==> config.mk <==
export PLATFORM = sky130hd
export DESIGN_NAME = hp_alarm_monitor
export DESIGN_NICKNAME = d
export VERILOG_FILES = /design/src/rtl/hp_alarm_pkg.sv /design/src/rtl/hp_alarm_sync.sv /design/src/rtl/hp_alarm_monitor.sv
export SDC_FILE = /design/constraint.sdc
export NUM_CORES = 1
export LEC_CHECK = 0
export CAP_MARGIN = 25
export CORE_UTILIZATION = 63
export CTS_CLUSTER_SIZE = 12
export DETAILED_ROUTE_END_ITERATION = 12
export DONT_BUFFER_PORTS = 1
export PLACE_DENSITY = 0.85
export SETUP_SLACK_MARGIN = 0.1
export SLEW_MARGIN = 20
export SYNTH_ARGS = -nofsm -noshare
export SYNTH_HDL_FRONTEND = slang
export SYNTH_SLANG_ARGS = --single-unit
export TNS_END_PERCENT = 10
==> constraint.sdc <==
create_clock -name CK -period 2.2 [get_ports CK]
set_input_delay 0.44 -clock CK [delete_from_list [all_inputs] [get_ports CK]]
set_output_delay 0.44 -clock CK [all_outputs]
set_load 0.01 [all_outputs]
==> src/rtl/hp_alarm_pkg.sv <==
// Shared definitions for the hoggephase alarm monitor.
//   hp_state_t  : monitor FSM state, encoded as it appears on the state port
//   hp_clog2    : ceil(log2(value)), usable in parameter context
//   hit_width   : bits needed to hold a hit count of 0..thresh
//   timer_width : bits needed for the shared settle/window down-counter
package hp_alarm_pkg;

    typedef enum logic [1:0] {
        ST_IDLE    = 2'd0,
        ST_ARMING  = 2'd1,
        ST_MONITOR = 2'd2,
        ST_TRIPPED = 2'd3
    } hp_state_t;

    function automatic int hp_clog2(input int value);
        int r;
        r = 0;
        while ((1 << r) < value) r++;
        return r;
    endfunction

    function automatic int hit_width(input int thresh);
        return hp_clog2(thresh + 1);
    endfunction

    // The timer only ever holds WINDOW-1 or ARM_DELAY-1, so clog2 of the
    // larger of the two is enough.
    function automatic int timer_width(input int window, input int arm_delay);
        return hp_clog2((window > arm_delay) ? window : arm_delay);
    endfunction

endpackage

==> src/rtl/hp_alarm_sync.sv <==
// One detector lane: synchroniser, mask gate and saturating hit counter.
// Ports:
//   ck, rst      : system clock, async active-high reset
//   alarm        : raw detector alarm, asynchronous to ck
//   mask         : 1 = ignore this detector
//   hit_clr      : force the hit counter to 0 (highest priority)
//   count_en     : counting allowed (FSM is in MONITOR)
//   win_restart  : window boundary this cycle; restart count from v
//   v            : synchronised, masked alarm
//   hit_th       : one more hit would reach the threshold
module hp_alarm_sync
    import hp_alarm_pkg::*;
#(
    parameter int SYNC_STAGES = 2,
    parameter int THRESH      = 3
) (
    input  logic ck,
    input  logic rst,
    input  logic alarm,
    input  logic mask,
    input  logic hit_clr,
    input  logic count_en,
    input  logic win_restart,
    output logic v,
    output logic hit_th
);

    localparam int HIT_W = hit_width(THRESH);

    logic [SYNC_STAGES-1:0] sync_q;
    logic [HIT_W-1:0]       hit;

    always_ff @(posedge ck or posedge rst) begin
        if (rst) sync_q <= '0;
        else     sync_q <= {sync_q[SYNC_STAGES-2:0], alarm};
    end

    assign v      = sync_q[SYNC_STAGES-1] & ~mask;
    assign hit_th = (hit >= HIT_W'(THRESH - 1));

    // At a window boundary the old count is dropped and a coincident hit
    // becomes the first hit of the new window.
    always_ff @(posedge ck or posedge rst) begin
        if (rst) begin
            hit <= '0;
        end else if (hit_clr) begin
            hit <= '0;
        end else if (count_en) begin
            if (win_restart)
                hit <= HIT_W'(v);
            else if (v && hit != HIT_W'(THRESH))
                hit <= hit + HIT_W'(1);
        end
    end

endmodule

==> src/rtl/hp_alarm_monitor.sv <==
// Tamper monitor for a bank of hoggephase glitch detectors. Synchronises
// and filters the raw alarms, latches a sticky tamper condition and emits
// a one-cycle zeroize pulse on a trip.
// Ports:
//   CK, RST     : system clock, async active-high reset
//   Alarm       : raw detector alarms (asynchronous)
//   mask        : 1 = ignore that detector
//   arm         : level, request monitoring
//   clear       : single-cycle, clear sticky state and counters
//   state       : FSM state (IDLE=0, ARMING=1, MONITOR=2, TRIPPED=3)
//   tamper      : sticky, high while TRIPPED
//   tamper_src  : sticky per-detector trip cause
//   zeroize     : one-cycle pulse on entry to TRIPPED
//   event_cnt   : saturating count of rising edges of OR(v)
//
// state   | meaning
// IDLE    | not monitoring, waiting for arm
// ARMING  | settle delay after arm, alarms ignored
// MONITOR | windowed hit counting, trip detection
// TRIPPED | tamper latched, only clear leaves
module hp_alarm_monitor
    import hp_alarm_pkg::*;
#(
    parameter int N_DET       = 4,
    parameter int SYNC_STAGES = 2,
    parameter int THRESH      = 3,
    parameter int WINDOW      = 16,
    parameter int ARM_DELAY   = 8,
    parameter int CNT_W       = 16
) (
    input  logic             CK,
    input  logic             RST,
    input  logic [N_DET-1:0] Alarm,
    input  logic [N_DET-1:0] mask,
    input  logic             arm,
    input  logic             clear,
    output logic [1:0]       state,
    output logic             tamper,
    output logic [N_DET-1:0] tamper_src,
    output logic             zeroize,
    output logic [CNT_W-1:0] event_cnt
);

    localparam int               TMR_W    = timer_width(WINDOW, ARM_DELAY);
    localparam logic [TMR_W-1:0] ARM_LOAD = TMR_W'(ARM_DELAY - 1);
    localparam logic [TMR_W-1:0] WIN_LOAD = TMR_W'(WINDOW - 1);
    // At a window boundary a hit counts as the first of a new window, so it
    // can only trip on its own when a single hit is enough.
    localparam logic             EXP_TRIP = 1'(THRESH <= 1);

    hp_state_t        st;
    logic [TMR_W-1:0] tmr;
    logic [N_DET-1:0] v;
    logic [N_DET-1:0] hit_th;
    logic [N_DET-1:0] trip_vec;
    logic             any_q;
    logic             in_mon;
    logic             expiry;
    logic             hit_clr;
    logic             cnt_rise;

    assign state    = st;
    assign in_mon   = (st == ST_MONITOR);
    assign expiry   = in_mon && (tmr == '0);
    assign trip_vec = in_mon ? (v & (expiry ? {N_DET{EXP_TRIP}} : hit_th)) : '0;
    // Hit counters only matter in MONITOR; keeping them cleared elsewhere
    // guarantees a fresh start on every entry.
    assign hit_clr  = ~in_mon | clear | ~arm;
    // MONITOR and TRIPPED are the two states with bit 1 set.
    assign cnt_rise = (|v) & ~any_q & st[1];

    for (genvar i = 0; i < N_DET; i++) begin : g_det
        hp_alarm_sync #(
            .SYNC_STAGES(SYNC_STAGES),
            .THRESH     (THRESH)
        ) u_sync (
            .ck         (CK),
            .rst        (RST),
            .alarm      (Alarm[i]),
            .mask       (mask[i]),
            .hit_clr    (hit_clr),
            .count_en   (in_mon),
            .win_restart(expiry),
            .v          (v[i]),
            .hit_th     (hit_th[i])
        );
    end

    always_ff @(posedge CK or posedge RST) begin
        if (RST) begin
            st         <= ST_IDLE;
            tmr        <= '0;
            tamper     <= 1'b0;
            tamper_src <= '0;
            zeroize    <= 1'b0;
            event_cnt  <= '0;
            any_q      <= 1'b0;
        end else begin
            zeroize <= 1'b0;
            any_q   <= |v;

            if (clear)
                event_cnt <= '0;
            else if (cnt_rise && event_cnt != {CNT_W{1'b1}})
                event_cnt <= event_cnt + CNT_W'(1);

            case (st)
                ST_IDLE: begin
                    if (arm) begin
                        st  <= ST_ARMING;
                        tmr <= ARM_LOAD;
                    end
                end
                ST_ARMING: begin
                    if (!arm) begin
                        st <= ST_IDLE;
                    end else if (tmr == '0) begin
                        st  <= ST_MONITOR;
                        tmr <= WIN_LOAD;
                    end else begin
                        tmr <= tmr - TMR_W'(1);
                    end
                end
                ST_MONITOR: begin
                    tmr <= expiry ? WIN_LOAD : tmr - TMR_W'(1);
                    if (|trip_vec) begin
                        st         <= ST_TRIPPED;
                        tamper     <= 1'b1;
                        tamper_src <= tamper_src | trip_vec;
                        zeroize    <= 1'b1;
                    end else if (!arm) begin
                        st <= ST_IDLE;
                    end
                end
                ST_TRIPPED: begin
                    if (clear) begin
                        tamper     <= 1'b0;
                        tamper_src <= '0;
                        if (arm) begin
                            st  <= ST_ARMING;
                            tmr <= ARM_LOAD;
                        end else begin
                            st <= ST_IDLE;
                        end
                    end
                end
                default: st <= ST_IDLE;
            endcase
        end
    end

endmodule

**Word level (Yosys, flattened, before mapping)**

Cells that the tools add are included.

- Equality and inequality tests: 14
- Shifts and indexed selects: 0
- Multipliers: 0
- Bitwise gates (word level): 17
- Div/mod/pow operators: 0
- Mux-type cells: 42
- Reductions and logical operators: 24
- Order comparisons: 4
- $add $sub $neg: 6

Operators with widths:

| operator | count |
|---|---|
| 2-bit two-way mux | 22 |
| 4-bit two-way mux | 9 |
| 16-bit two-way mux | 2 |
| 16-bit by 1-bit adder with 16-bit output (second input constant) | 1 |
| 16-bit != test (second input constant) | 1 |
| 4-bit one-hot mux with 4 select lines | 1 |
| 2-bit != test (second input constant) | 7 |
| 3-bit nonzero test | 4 |
| 2-bit AND reduction | 5 |
| 2-bit by 1-bit adder with 2-bit output (second input constant) | 4 |
| 2-bit greater-or-equal comparator (second input constant) | 4 |
| 2-bit one-hot mux with 4 select lines | 1 |
| 4-bit one-hot mux with 2 select lines | 1 |
| 4-bit OR reduction | 2 |
| 1-bit inverter | 7 |
| 1-bit bitwise AND | 6 |
| 1-bit logical AND | 6 |
| 2-bit nonzero test | 3 |
| 1-bit two-way mux | 5 |
| 4-bit bitwise AND | 1 |
| 2-bit equality test (second input constant) | 2 |
| 4-bit logical NOT | 1 |
| 4-bit bitwise OR | 1 |
| 4-bit AND reduction | 1 |
| other kinds (9) | 10 |

- Bits in latches: 0
- Memory bits (writable): 0
- Memories kept: 0
- Output and inout bits: 24
- Logic and storage cells: 122
- Register bits: 45
- Bits in read-only memories: 0
- Input port bits: 12

**Logic depth before layout (Yosys ltp)**

Gate-level depths: netlist of the first run.

- Depth in word-level cells: 8
- Depth in mapped cells: 7
- Depth with buffers taken out: 7

**Modules after synthesis**

A second synthesis of the first run with hierarchy kept.

- Cells, all modules: 264
- Area total of the unflattened synthesis: 2642.5 um^2

By module, submodules not included:

| module | cells an instance | times used | area each (um^2) |
|---|---|---|---|
| hp_alarm_monitor | 184 | 1 | 1700.4 |
| hp_alarm_sync at g_det[1].u_sync ... | 20 | 3 | 235.2 |
| hp_alarm_sync at g_det[0].u_sync | 20 | 1 | 236.5 |

**Least setup slack after synthesis of the first run**

Ideal clock, no wire load.

- Path type: reg-to-reg
- From: register tmr[0]
- To: register st[1] (netlist: state[1])
- Arrival time: 1.650 ns
- Path buffers: 0
- Slack: 0.429 ns
- Period minus slack after synthesis: 1.771 ns
- Cell stages (with the launch flop): 8
- Path through: dfrtp_1 > inv_1 > ha_1 > or3b_1 > and2_4 > o21ai_2 > o21ai_0 > a22o_1

- Cells in the longest elaborated chain, start to end: 8

Ends and longest elaborated chain:

| item | RTL line | text |
|---|---|---|
| from (decl) | hp_alarm_monitor.sv:52 | `logic [TMR_W-1:0] tmr;` |
| from (signal assigned) | hp_alarm_monitor.sv:121 | `tmr <= tmr - TMR_W'(1);` |
| from (signal assigned) | hp_alarm_monitor.sv:125 | `tmr <= expiry ? WIN_LOAD : tmr - TMR_W'(1);` |
| 4-bit logical NOT * | hp_alarm_monitor.sv:64, hp_alarm_monitor.sv:117 |  |
| 1-bit logical AND | hp_alarm_monitor.sv:64 | `assign expiry = in_mon && (tmr == '0);` |
| 4-bit two-way mux | hp_alarm_monitor.sv:65 | `assign trip_vec = in_mon ? (v & (expiry ? {N_DET{EXP_TRIP}} : hit_th)) : '0;` |
| 4-bit bitwise AND | hp_alarm_monitor.sv:65 |  |
| 4-bit two-way mux | hp_alarm_monitor.sv:65 |  |
| 4-bit OR reduction | hp_alarm_monitor.sv:126 | `if (\|trip_vec) begin` |
| 3-bit by 2-bit != test with 1-bit output (no line) / 2-bit two-way mux (equally long branches) | -- |  |
| 4-bit AND reduction (no line) / 2-bit one-hot mux with 4 select lines (equally long branches) | -- |  |
| to (signal assigned) | hp_alarm_monitor.sv:127 | `st <= ST_TRIPPED;` |
| to (signal assigned) | hp_alarm_monitor.sv:132 | `st <= ST_IDLE;` |
| to (signal assigned) | hp_alarm_monitor.sv:140 | `st <= ST_ARMING;` |
| to (decl) | hp_alarm_monitor.sv:51 | `hp_state_t st;` |

Every way passes the cells marked *; elsewhere a longest branch is shown, timed or not.
A chain may end at the register's enable or synchronous reset.

**Final worst setup path of the first run**

Same ends and word-level chain as after synthesis.

==> results of run 1 <==
## cell usage after synthesis (all sizes together), types with 4 or more instances
cell type	count	area, um2
dfrtp	45	1130
nor2	39	146
ha	16	200
inv	16	60.1
a21oi	12	63.8
o21ai	12	63.8
xnor2	12	105
a211oi	9	72.6
nand2	9	33.8
a31oi	7	43.8
nand2b	7	43.8
nand3	7	35.0
nand4	7	43.8
and3	4	30.0
nor4	4	37.5
o31ai	4	30.0
## state kept, by name, indices dropped and copies added, names as in the netlist, 2 cells and up
name / count
state: 2
g_det.u_sync.sync_q: 8
g_det.u_sync.hit: 8
event_cnt: 16
tamper_src: 4
tmr: 4
## cells by family (layout without fill, tap and decap cells)
group	Yosys count	count (layout)
flip-flops	45	45
adder cells (fa/ha/maj)	16	16
multiplexers	2	2
AND/OR/NAND/NOR	93	93
XOR/XNOR	12	12
buffers and inverters	22	29
AO/OA/AOI/OAI	58	58
## final timing paths
path | endpoint | slack [ns] | cells past startpoint | startpoint
worst max-delay path | state[1] | 0.28 | 7 | tmr[0]
worst min-delay path | g_det[2].u_sync.sync_q[0] | 0.16 | 2 | RST
worst max register to register | state[1] | 0.28 | 7 | tmr[0]
worst min register to register | g_det[2].u_sync.sync_q[1] | 0.35 | 0 | g_det[2].u_sync.sync_q[0]
max in group asynchronous | state[0] | 1.67 | 2 | RST
min in group CK | g_det[2].u_sync.sync_q[0] | 0.16 | 0 | Alarm[2]
## worst max-delay path, stage by stage (launching register included)
cell and delay [ns]:
dfrtp_1 0.41, inv_1 0.12, ha_1 0.19, or3b_1 0.44, and2_4 0.21, o21ai_2 0.09, o21ai_0 0.12, a22o_1 0.24
## through the flow
stage               power (uW)  cells  hold WS (ns)  instance area [um2]  util, %
floorplan                 1440    248         0.331                 2470        -
global placement          1540    295         0.333                 2530     68.1
detailed placement        1560    295         0.336                 2530     68.1
CTS                       2050    303         0.163                 2610     70.2
global route              2180    303         0.155                 2610     70.2
finish                    2060    303         0.157                 2610     70.2
## layer usage
layer | vias to the layer above | global-route usage [%] | wire length (um)
met1 | 909 | 37.7 | 2330
met4 | 0 | 10.0 | 80
met5 | - | 0 | 0
met3 | 11 | 6.51 | 275
li1 | 898 | - | -
met2 | 45 | 39.2 | 2320
## placed cells by master, fill, tap and decap left out, types with 2 or more instances in the layout
master	count
a211oi_1	8
mux2i_1	2
o22a_1	2
nor3_1	2
a21oi_1	11
nor4_2	2
a2111oi_2	2
o21ai_0	10
dfrtp_1	45
nand2_1	9
xnor2_1	12
and3_1	3
buf_4	5
nor2_1	39
nand2b_1	7
clkbuf_1	3
inv_1	15
nor2b_2	2
nor4_1	2
clkbuf_8	5
a31oi_1	7
o22ai_1	2
ha_1	16
and2b_1	3
nand3_1	7
nand4_1	7
o31ai_1	4
## power by group through the flow
stage                     logic (uW)  registers (uW)  clock network [uW]
after floorplan                  453             986                   0
after global placement           539            1000                   0
after detailed placement         557            1010                   0
after CTS                        558             998                 497
after global routing             647            1010                 527
final                            560            1000                 496
## repair_timing
| action | in CTS | in global routing |
|---|---|---|
| endpoints found under the setup margin | 0 | 2 |
| setup buffers | 0 | 0 |
| resized for setup | 0 | 1 |
## final cells by class
cell class	count	area [um2]	area share [%]
clock buffers	8	80.1	3.07
repair buffers	5	37.5	1.44
inverters	16	60.1	2.30
well taps	48	60.1	2.30
flip-flops and latches	45	1130	43.1
multi-input cells	181	1250	47.7
==> impl_metrics.env, run 1 <==
export IMPL_outcome="completed"
export IMPL_sw_frac_of_total_pct=34.0
export IMPL_p_switching_uw=700
export IMPL_drcViolationCount=0
export IMPL_start_util_pct=66.6
export IMPL_finalCriticalPeriod_ns=1.92
export IMPL_cts_tree="done"
export IMPL_synthAdderAreaFrac_pct=8.09
export IMPL_synth_area_um2=2470
export IMPL_seq_power_share_pct=48.6
export IMPL_p_leak_uw=0.00109
export IMPL_startpoint_type="flip-flop"
export IMPL_grt_pass1_vias=1736
export IMPL_rows=22
export IMPL_synth_edf_count=0
export IMPL_dr_pass1_iters=4
export IMPL_fillCellCount=276
export IMPL_rsz0062_at_grt="no"
export IMPL_setup_ws_ns=0.278
export IMPL_die_area_um2=4180
export IMPL_dpl_hpwl_mm=3.57
export IMPL_ir_worst_vdd_uv=548
export IMPL_numCtsBuffers=5
export IMPL_setup_tns_ns=0
export IMPL_die_h_um=64.7
export IMPL_hold_violations=0
export IMPL_period_share_pct=87.3
export IMPL_num_vias=1863
export IMPL_worst_slew_pin_slew_ns=0.560
export IMPL_cts_max_path_buffers=2
export IMPL_synth_xor_xnor_area_share_pct=4.25
export IMPL_clock_sinks=45
export IMPL_drt_wl_total_mm=5.00
export IMPL_synth_cell_type_count=48
export IMPL_yosys_area_share_simple_pct=19.9
export IMPL_crit_type="reg2reg"
export IMPL_finalSetupViolCount=0
export IMPL_syn_num_nets=276
export IMPL_arrival_ns=2.12
export IMPL_grt_ovfl_total=0
export IMPL_synthFlopType="dfrtp_1"
export IMPL_drt_iter0_drc=209
export IMPL_layout_drive_gt1_share_pct=9.80
export IMPL_synthArstFlopShare_pct=100
export IMPL_synth_mux_area_share_pct=0.809
export IMPL_final_max_slew_violation_count=0
export IMPL_clock_fmax_ghz=0.520
export IMPL_num_antenna_cells=0
export IMPL_ys_seq_area_share_pct=45.5
export IMPL_cts_hold_buffers=0
export IMPL_area_growth_pct=5.51
export IMPL_worstPathMaxFanout=5
export IMPL_dp_slack_ns=0.281
export IMPL_postRouteAntennaNets=0
export IMPL_ys_seq_elements=45
export IMPL_finalWeightedCongestion=0.889
export IMPL_pwr_share_comb_pct=27.2
export IMPL_relSlewSlack_pct=62.7
export IMPL_ys_warn_count=0
export IMPL_cts_htree_levels=2
export IMPL_nets=282
export IMPL_synth_compound_area_share_pct=17.3
export IMPL_skew_ns=0.0105
export IMPL_p_clk_share_pct=24.1
export IMPL_core_um2=3720
export IMPL_antenna_found_initial=0
export IMPL_synthCells=248
export IMPL_ios=36
export IMPL_internal_power_uw=1360
export IMPL_die_w_um=64.7
export IMPL_grt_pass1_wl_mm=8.31
export IMPL_drv_cap=0
export IMPL_worstSetupEndpointType="flip-flop"
export IMPL_cp_data_required_time_ns=2.40
export IMPL_synth_area_per_cell_um2=9.97
export IMPL_grt_max_degree=46
export IMPL_synth_top_family_by_area="simple AND/OR/NAND/NOR gates"
export IMPL_detail_route_vias_per_cell=6.15
export IMPL_numPortBuffers=0
export IMPL_hold_class="in2async"
export IMPL_clk_pin_slew_worst_paths_ns=0.08
export IMPL_grt_use_total_pct=26.5
export IMPL_clk_latency_ns=0.31
export IMPL_p_per_area_nw_per_um2=788
export IMPL_wl_per_cell_um=16.5
export IMPL_cts_root_buffer="clkbuf_8"
(Power assumes the default switching activity.)
==> inputs of run 2 (changes only) <==
Settings changed: SLEW_MARGIN 20 to not set.
==> results of run 2 <==
Final layout, timing and power as in run 1 (identical DEF).
==> edit 1: new RTL, flow settings as in run 1 <==
Reset style: synchronous (`RST` and `rst`), changed in 3 clocked blocks. Comments in the files are not updated.
--- a/src/rtl/hp_alarm_sync.sv
+++ b/src/rtl/hp_alarm_sync.sv
@@ -30,7 +30,7 @@
     logic [SYNC_STAGES-1:0] sync_q;
     logic [HIT_W-1:0]       hit;
 
-    always_ff @(posedge ck or posedge rst) begin
+    always_ff @(posedge ck) begin
         if (rst) sync_q <= '0;
         else     sync_q <= {sync_q[SYNC_STAGES-2:0], alarm};
     end
@@ -40,7 +40,7 @@
 
     // At a window boundary the old count is dropped and a coincident hit
     // becomes the first hit of the new window.
-    always_ff @(posedge ck or posedge rst) begin
+    always_ff @(posedge ck) begin
         if (rst) begin
             hit <= '0;
         end else if (hit_clr) begin
--- a/src/rtl/hp_alarm_monitor.sv
+++ b/src/rtl/hp_alarm_monitor.sv
@@ -86,7 +86,7 @@
         );
     end
 
-    always_ff @(posedge CK or posedge RST) begin
+    always_ff @(posedge CK) begin
         if (RST) begin
             st         <= ST_IDLE;
             tmr        <= '0;
Formal check against the unedited RTL: differs if RST is asserted again (counterexample within 4 cycles, from zero or initial values and one cycle with RST high); with RST held inactive, the same outputs for 10 cycles.
==> edit 1 against run 1 <==
  * Synthesized area shrank 1.5%
  * Via count grew 12%
  * Synthesized cell count grew 13%
  * Non-clock buffer count grew 7
  * Final cell count grew 12%
  * Setup slack lost 100 ps
  * Wire length grew 6.0%
  * Global-route usage grew 1.5 points
  * Sequential cell count is the same
  * Design area grew 1.9%
  * Critical path type unchanged
  * Highest routed layer unchanged
Power is not compared: it rests on default switching activity, and its combinational part moved more than twofold at a synthesized area within 25%.
==> edit 1: results (changes against run 1) <==
| Metric | Value |
|---|---|
| Clock transition at path regs | roughly 90 ps |
| CP peak stage delay | 600 ps (was 440 ps) |
| Skew-Pair Late Insertion Delay | 300 ps |
| Post-DR vias/cell | 6.14 (was 6.15) |
| Number of library cell types mapped by synthesis | 57 (was 48) |
| Nets | 318 (was 282) |
| Most frequent cells after synthesis | 45 x dfxtp_1, 33 x nor2_1, 23 x nand2_1 (was 45 x dfrtp_1, 39 x nor2_1, 16 x ha_1, 16 x inv_1, 12 x xnor2_1) |
| Maximum vdd ir drop | about 520 uV |
| Synth async-reset ratio | 0% (was 100%) |
| First-pass GRT wire length | 9090 um (was 8310 um) |
| Fillers | 296 (was 276) |
| CTS Buffer Depth | 2 (unchanged) |
| CTS Root Cell | clkbuf_8 (unchanged) |
| Leakage | a little over 1 nW |
| Dpl cell area | 2540 um2 (was 2530 um2) |
| R2r setup slk | 180 ps (was 280 ps) |
| Syn Nets | 307 (was 276) |
| Setup Skew | 6.12 ps (was 10.5 ps) |
| Slowest-stage cell, CP | or3b_2 (was or3b_1) |
| DR iter-0 viols | 160 (was 209) |
| Sequential cell area fraction in the yosys report | 37.0% (was 45.5%) |
| Vias in the first global route | 1963 (was 1736) |
| Layout cell share with drive strength beyond 1 | 14.4% (was 9.80%) |
| Ant. Diodes | 0 (unchanged) |
| Final hold violation count | 0 (unchanged) |
| GPL Wtd Cong | 0.839 (was 0.889) |
| GRT Util Overall | 28.1% (was 26.5%) |
| Final Routed Wirelength | 5300 um (was 5000 um) |
| Ys Warns | 0 (unchanged) |
| Port buffer count | 0 (unchanged) |
| TritonCTS Buffers | 5 (unchanged) |
| Post-synth top area share | 37.0% (was 45.5%) |
| Worst hold slack | 196 ps (was 157 ps) |
| Largest regs | event_cnt x16, g_det.u_sync.hit x8, g_det.u_sync.sync_q x8 (unchanged) |
| Worst-path fanout max | 10 (was 5) |
| Initial antenna violation count | 0 (unchanged) |
| Slew @ Worst Pin | 579 ps (was 560 ps) |
| Largest net degree at the start of global routing | 27 (was 46) |
| H-tree levels | 2 (unchanged) |
| Outcome | complete, no violations (unchanged) |
| Dpl hpwl | 3770 um (was 3570 um) |
| Hold Path Class | primary input to register (was primary input to asynchronous set/reset pin) |
| Critical path's top delay family | simple AND/OR/NAND/NOR gates (unchanged) |
| Top cells by area in the synthesized netlist | dfxtp_1 37%, ha_1 8.2%, nor2_1 5.1% (was dfrtp_1 46%, ha_1 8.1%, nor2_1 5.9%) |
| Drt pass-1 iters | 4 (unchanged) |
[edit 1: final cells by class]
type                       count  area, um2  area share, %
tap                           48       60.1           2.26
multi-input combinational    213       1450           54.5
sequential                    45        901           33.9
clock buffer                   6       72.6           2.73
inverter                      13       48.8           1.83
timing repair buffer          12       90.1           3.39
clock inverter                 2       38.8           1.46
[edit 1: cells by family after synthesis]
family,count (synthesis),synth area share [%]
AO/OA/AOI/OAI,65,20.8
AND/OR/NAND/NOR,126,28.1
flip-flops,45,37.0
XOR/XNOR,3,1.08
multiplexers,3,1.23
adder cells (fa/ha/maj),16,8.22
buffers and inverters,21,3.65
[edit 1: power breakdown]
part	total (mW)	switching, mW	leakage (nW)	internal (mW)
Combinational	0.186	0.108	0.617	0.0778
Clock	0.635	0.294	0.0554	0.341
Sequential	0.849	0.0152	0.366	0.834
Total	1.67	0.417	1.04	1.25
[edit 1: final timing paths]
path,startpoint,end,cells past startpoint
min reg2reg,g_det[2].u_sync.sync_q[0]$_SDFF_PP0_,g_det[2].u_sync.sync_q[1]$_SDFF_PP0_,1
min,RST,g_det[2].u_sync.sync_q[1]$_SDFF_PP0_,1
max,tmr[0]$_SDFFE_PP0P_,state[1]$_SDFFE_PP0P_,7
max reg2reg,tmr[0]$_SDFFE_PP0P_,state[1]$_SDFFE_PP0P_,7
[edit 1: layer usage]
metal	vias up	wire length [um]	GRT usage [%]	part of all wire, %
li1	1022	-	-	-
met1	968	2320	34.0	44
met2	81	2570	48.5	49
met3	10	319	7.32	6.0
met4	0	78	8.33	1.5
met5	-	0	0	0
[edit 1: through the flow]
| step | setup WS (ps) | cells |
|---|---|---|
| after floorplan | 220 | 279 |
| after global placement | 282 | 330 |
| after detailed placement | 178 | 330 |
| after CTS | 136 | 338 |
| after global routing | 23.4 | 339 |
| final | 176 | 339 |
[edit 1: worst register-to-register path, cell delays in order (launching register included)]
cell     delay (ps)
dfxtp_1         350
inv_1           100
ha_1            210
or3b_2          600
o41ai_4         110
buf_4           200
a31oi_1         110
o32ai_1         260
[edit 1: timing repair]
| item | CTS | global route |
|---|---|---|
| endpoints found under the setup margin | 0 | 6 |
| resized for setup | 0 | 1 |
| buffers inserted | 0 | 1 |
==> edit 2: new RTL, settings of run 1 <==
Without the edit above. Change the parameter `WINDOW` from 16 to 32.
--- a/src/rtl/hp_alarm_monitor.sv
+++ b/src/rtl/hp_alarm_monitor.sv
@@ -24,7 +24,7 @@
     parameter int N_DET       = 4,
     parameter int SYNC_STAGES = 2,
     parameter int THRESH      = 3,
-    parameter int WINDOW      = 16,
+    parameter int WINDOW      = 32,
     parameter int ARM_DELAY   = 8,
     parameter int CNT_W       = 16
 ) (
Behaviour: no difference found for any inputs over 10 cycles, from zero or initial values and one cycle with RST high; that may be too few to reach the edited logic, so the function may still have changed.
==> edit 2 against run 1 <==
  * Sequential power grew 4%
  * Design area increased by 6.1%
  * Sequential cell count is 1 higher
  * Global-route usage fell by 0.70 points
  * Setup slack got worse by 87 ps
  * Combinational power up 3%
  * Total power is 3.8% higher
  * Wire length increased by 1.2%
  * Count of clock-buffer cells in the layout shrank 3
  * Clock skew down 1.5 ps
  * Non-clock buffer count grew 2
  * Clock power grew 5.0%
  * Synthesized area up 3.8%
  * Hold slack worse by 3.7 ps
  * Critical endpoint is now event_cnt[13]$_DFFE_PP0P_
  * Largest cell class unchanged
  * Highest routed layer unchanged
==> edit 2: results (changes against run 1) <==
| Metric | Value |
|---|---|
| Outcome | complete, no violations (unchanged) |
| Hold path depth | 0 |
| Slowest-stage cell, CP | nor3_4 (was or3b_1) |
| Most frequent cells after synthesis | 46 x dfrtp_1, 43 x nor2_1, 16 x a21oi_1, 16 x ha_1, 15 x inv_1 (was 45 x dfrtp_1, 39 x nor2_1, 16 x ha_1, 16 x inv_1, 12 x xnor2_1) |
| Max Freq | 498 MHz (was 520 MHz) |
| Type of destination of the critical path | register (unchanged) |
| Clock transition at path regs | 90 ps |
| Post-DR vias/cell | 6.25 (was 6.15) |
| Max_slew headroom | 62.0% (was 62.7%) |
| Layout cell share with drive strength beyond 1 | 12.2% (was 9.80%) |
| Sequential cell area fraction in the yosys report | 44.8% (was 45.5%) |
| Arr. time, crit path | 2200 ps (was 2120 ps) |
| TritonCTS Buffers | 5 (unchanged) |
| Ys Warns | 0 (unchanged) |
| GRT Util Overall | 25.8% (was 26.5%) |
| Number of library cell types mapped by synthesis | 49 (was 48) |
| Leakage | 1.15 nW (was 1.09 nW) |
| Port buffer count | 0 (unchanged) |
| Fillers | 273 (was 276) |
| Dpl cell area | 2630 um2 (was 2530 um2) |
| Hold Path Class | primary input to register (was primary input to asynchronous set/reset pin) |
| Ant. Diodes | 0 (unchanged) |
| Placed cell count | 301 (was 295) |
| GPL Wtd Cong | 0.829 (was 0.889) |
| CTS Buffer Depth | 2 (unchanged) |
| Hold Crit Endpoint | g_det[1].u_sync.sync_q[0]$_DFF_PP0_ |
| Reg2Reg Capture Point | event_cnt[13]$_DFFE_PP0P_ (was state[1]$_DFFE_PP0P_) |
| Dpl hpwl | 3550 um (was 3570 um) |
| Syn Area/Cell | 10.1 um2 (was 9.97 um2) |
| Synth async-reset ratio | 100% (unchanged) |
| First-pass GRT wire length | 8510 um (was 8310 um) |
| CP peak stage delay | 470 ps (was 440 ps) |
| CP Launch Type | register (unchanged) |
| Nets | 290 (was 282) |
| Worst-path fanout max | 10 (was 5) |
| Worst Hold Launch | Alarm[1] |
| Maximum vdd ir drop | 550 uV (was 548 uV) |
| R2r setup slk | 190 ps (was 280 ps) |
| DR iter-0 viols | 172 (was 209) |
| RR Startpoint | event_cnt[0]$_DFFE_PP0P_ (was tmr[0]$_DFFE_PP0P_) |
| Via count | 1943 (was 1863) |
| Skew-Pair Late Insertion Delay | 300 ps |
| Placement Setup Slack | -42.4 ps (was 281 ps) |
| Setup Skew | 9.01 ps (was 10.5 ps) |
| Worst hold slack | 153 ps (was 157 ps) |
| Top cells by area in the synthesized netlist | dfrtp_1 45%, ha_1 7.8%, nor2_1 6.3% (was dfrtp_1 46%, ha_1 8.1%, nor2_1 5.9%) |
| Mean routed wirelength per cell | 16.3 um (was 16.5 um) |
| Worst R2R Path Depth | 6 (was 7) |
| Syn Nets | 282 (was 276) |
| Largest net degree at the start of global routing | 47 (was 46) |
[edit 2: cell types whose count changed after synthesis, moves of 3 or more]
| cell | before | now |
|---|---|---|
| a21oi_1 | 11 | 16 |
| a31oi_1 | 7 | 2 |
| and3_1 | 3 | 0 |
| nand2_1 | 9 | 14 |
| nand3_1 | 7 | 4 |
| nor2_1 | 39 | 43 |
| nor2b_1 | 1 | 7 |
[edit 2: final cells by class]
type / count / area (um2) / area share (%)
Clock buffer: 5 / 68.8 / 2.48
Sequential cell: 46 / 1150 / 41.6
Tap cell: 48 / 60.1 / 2.17
Multi-Input combinational cell: 187 / 1340 / 48.2
Clock inverter: 3 / 21.3 / 0.768
Timing Repair Buffer: 7 / 77.6 / 2.80
Inverter: 15 / 56.3 / 2.03
[edit 2: report_power, final]
part	switching, mW	total, mW	internal (mW)
sequential	0.104	1.04	0.933
combinational	0.326	0.577	0.251
clock	0.298	0.521	0.223
total	0.728	2.14	1.41
[edit 2: metal layers]
metal  vias up  part of all wire, %  wire length, um  GRT usage (%)
li1        913                    -                -              -
met1       961                   47             2350           35.6
met2        62                   46             2310           39.7
met3         7                  6.6              335           6.55
met4         0                  1.2               60           8.42
met5         -                    0                0              0
[edit 2: repair_timing]
action                                  4_1_cts  5_1_grt
buffers inserted                              2        0
endpoints found under the setup margin        2        7
pin swaps                                     1        0
gates resized for setup                       0        1
[edit 2: cells by family after synthesis]
kind of cell | Yosys count | synth area share (%)
XOR/XNOR | 13 | 4.43
adder cells (fa/ha/maj) | 16 | 7.79
AND/OR/NAND/NOR | 95 | 19.1
AO/OA/AOI/OAI | 59 | 18.8
multiplexers | 4 | 1.61
flip-flops | 46 | 44.8
buffers and inverters | 21 | 3.51
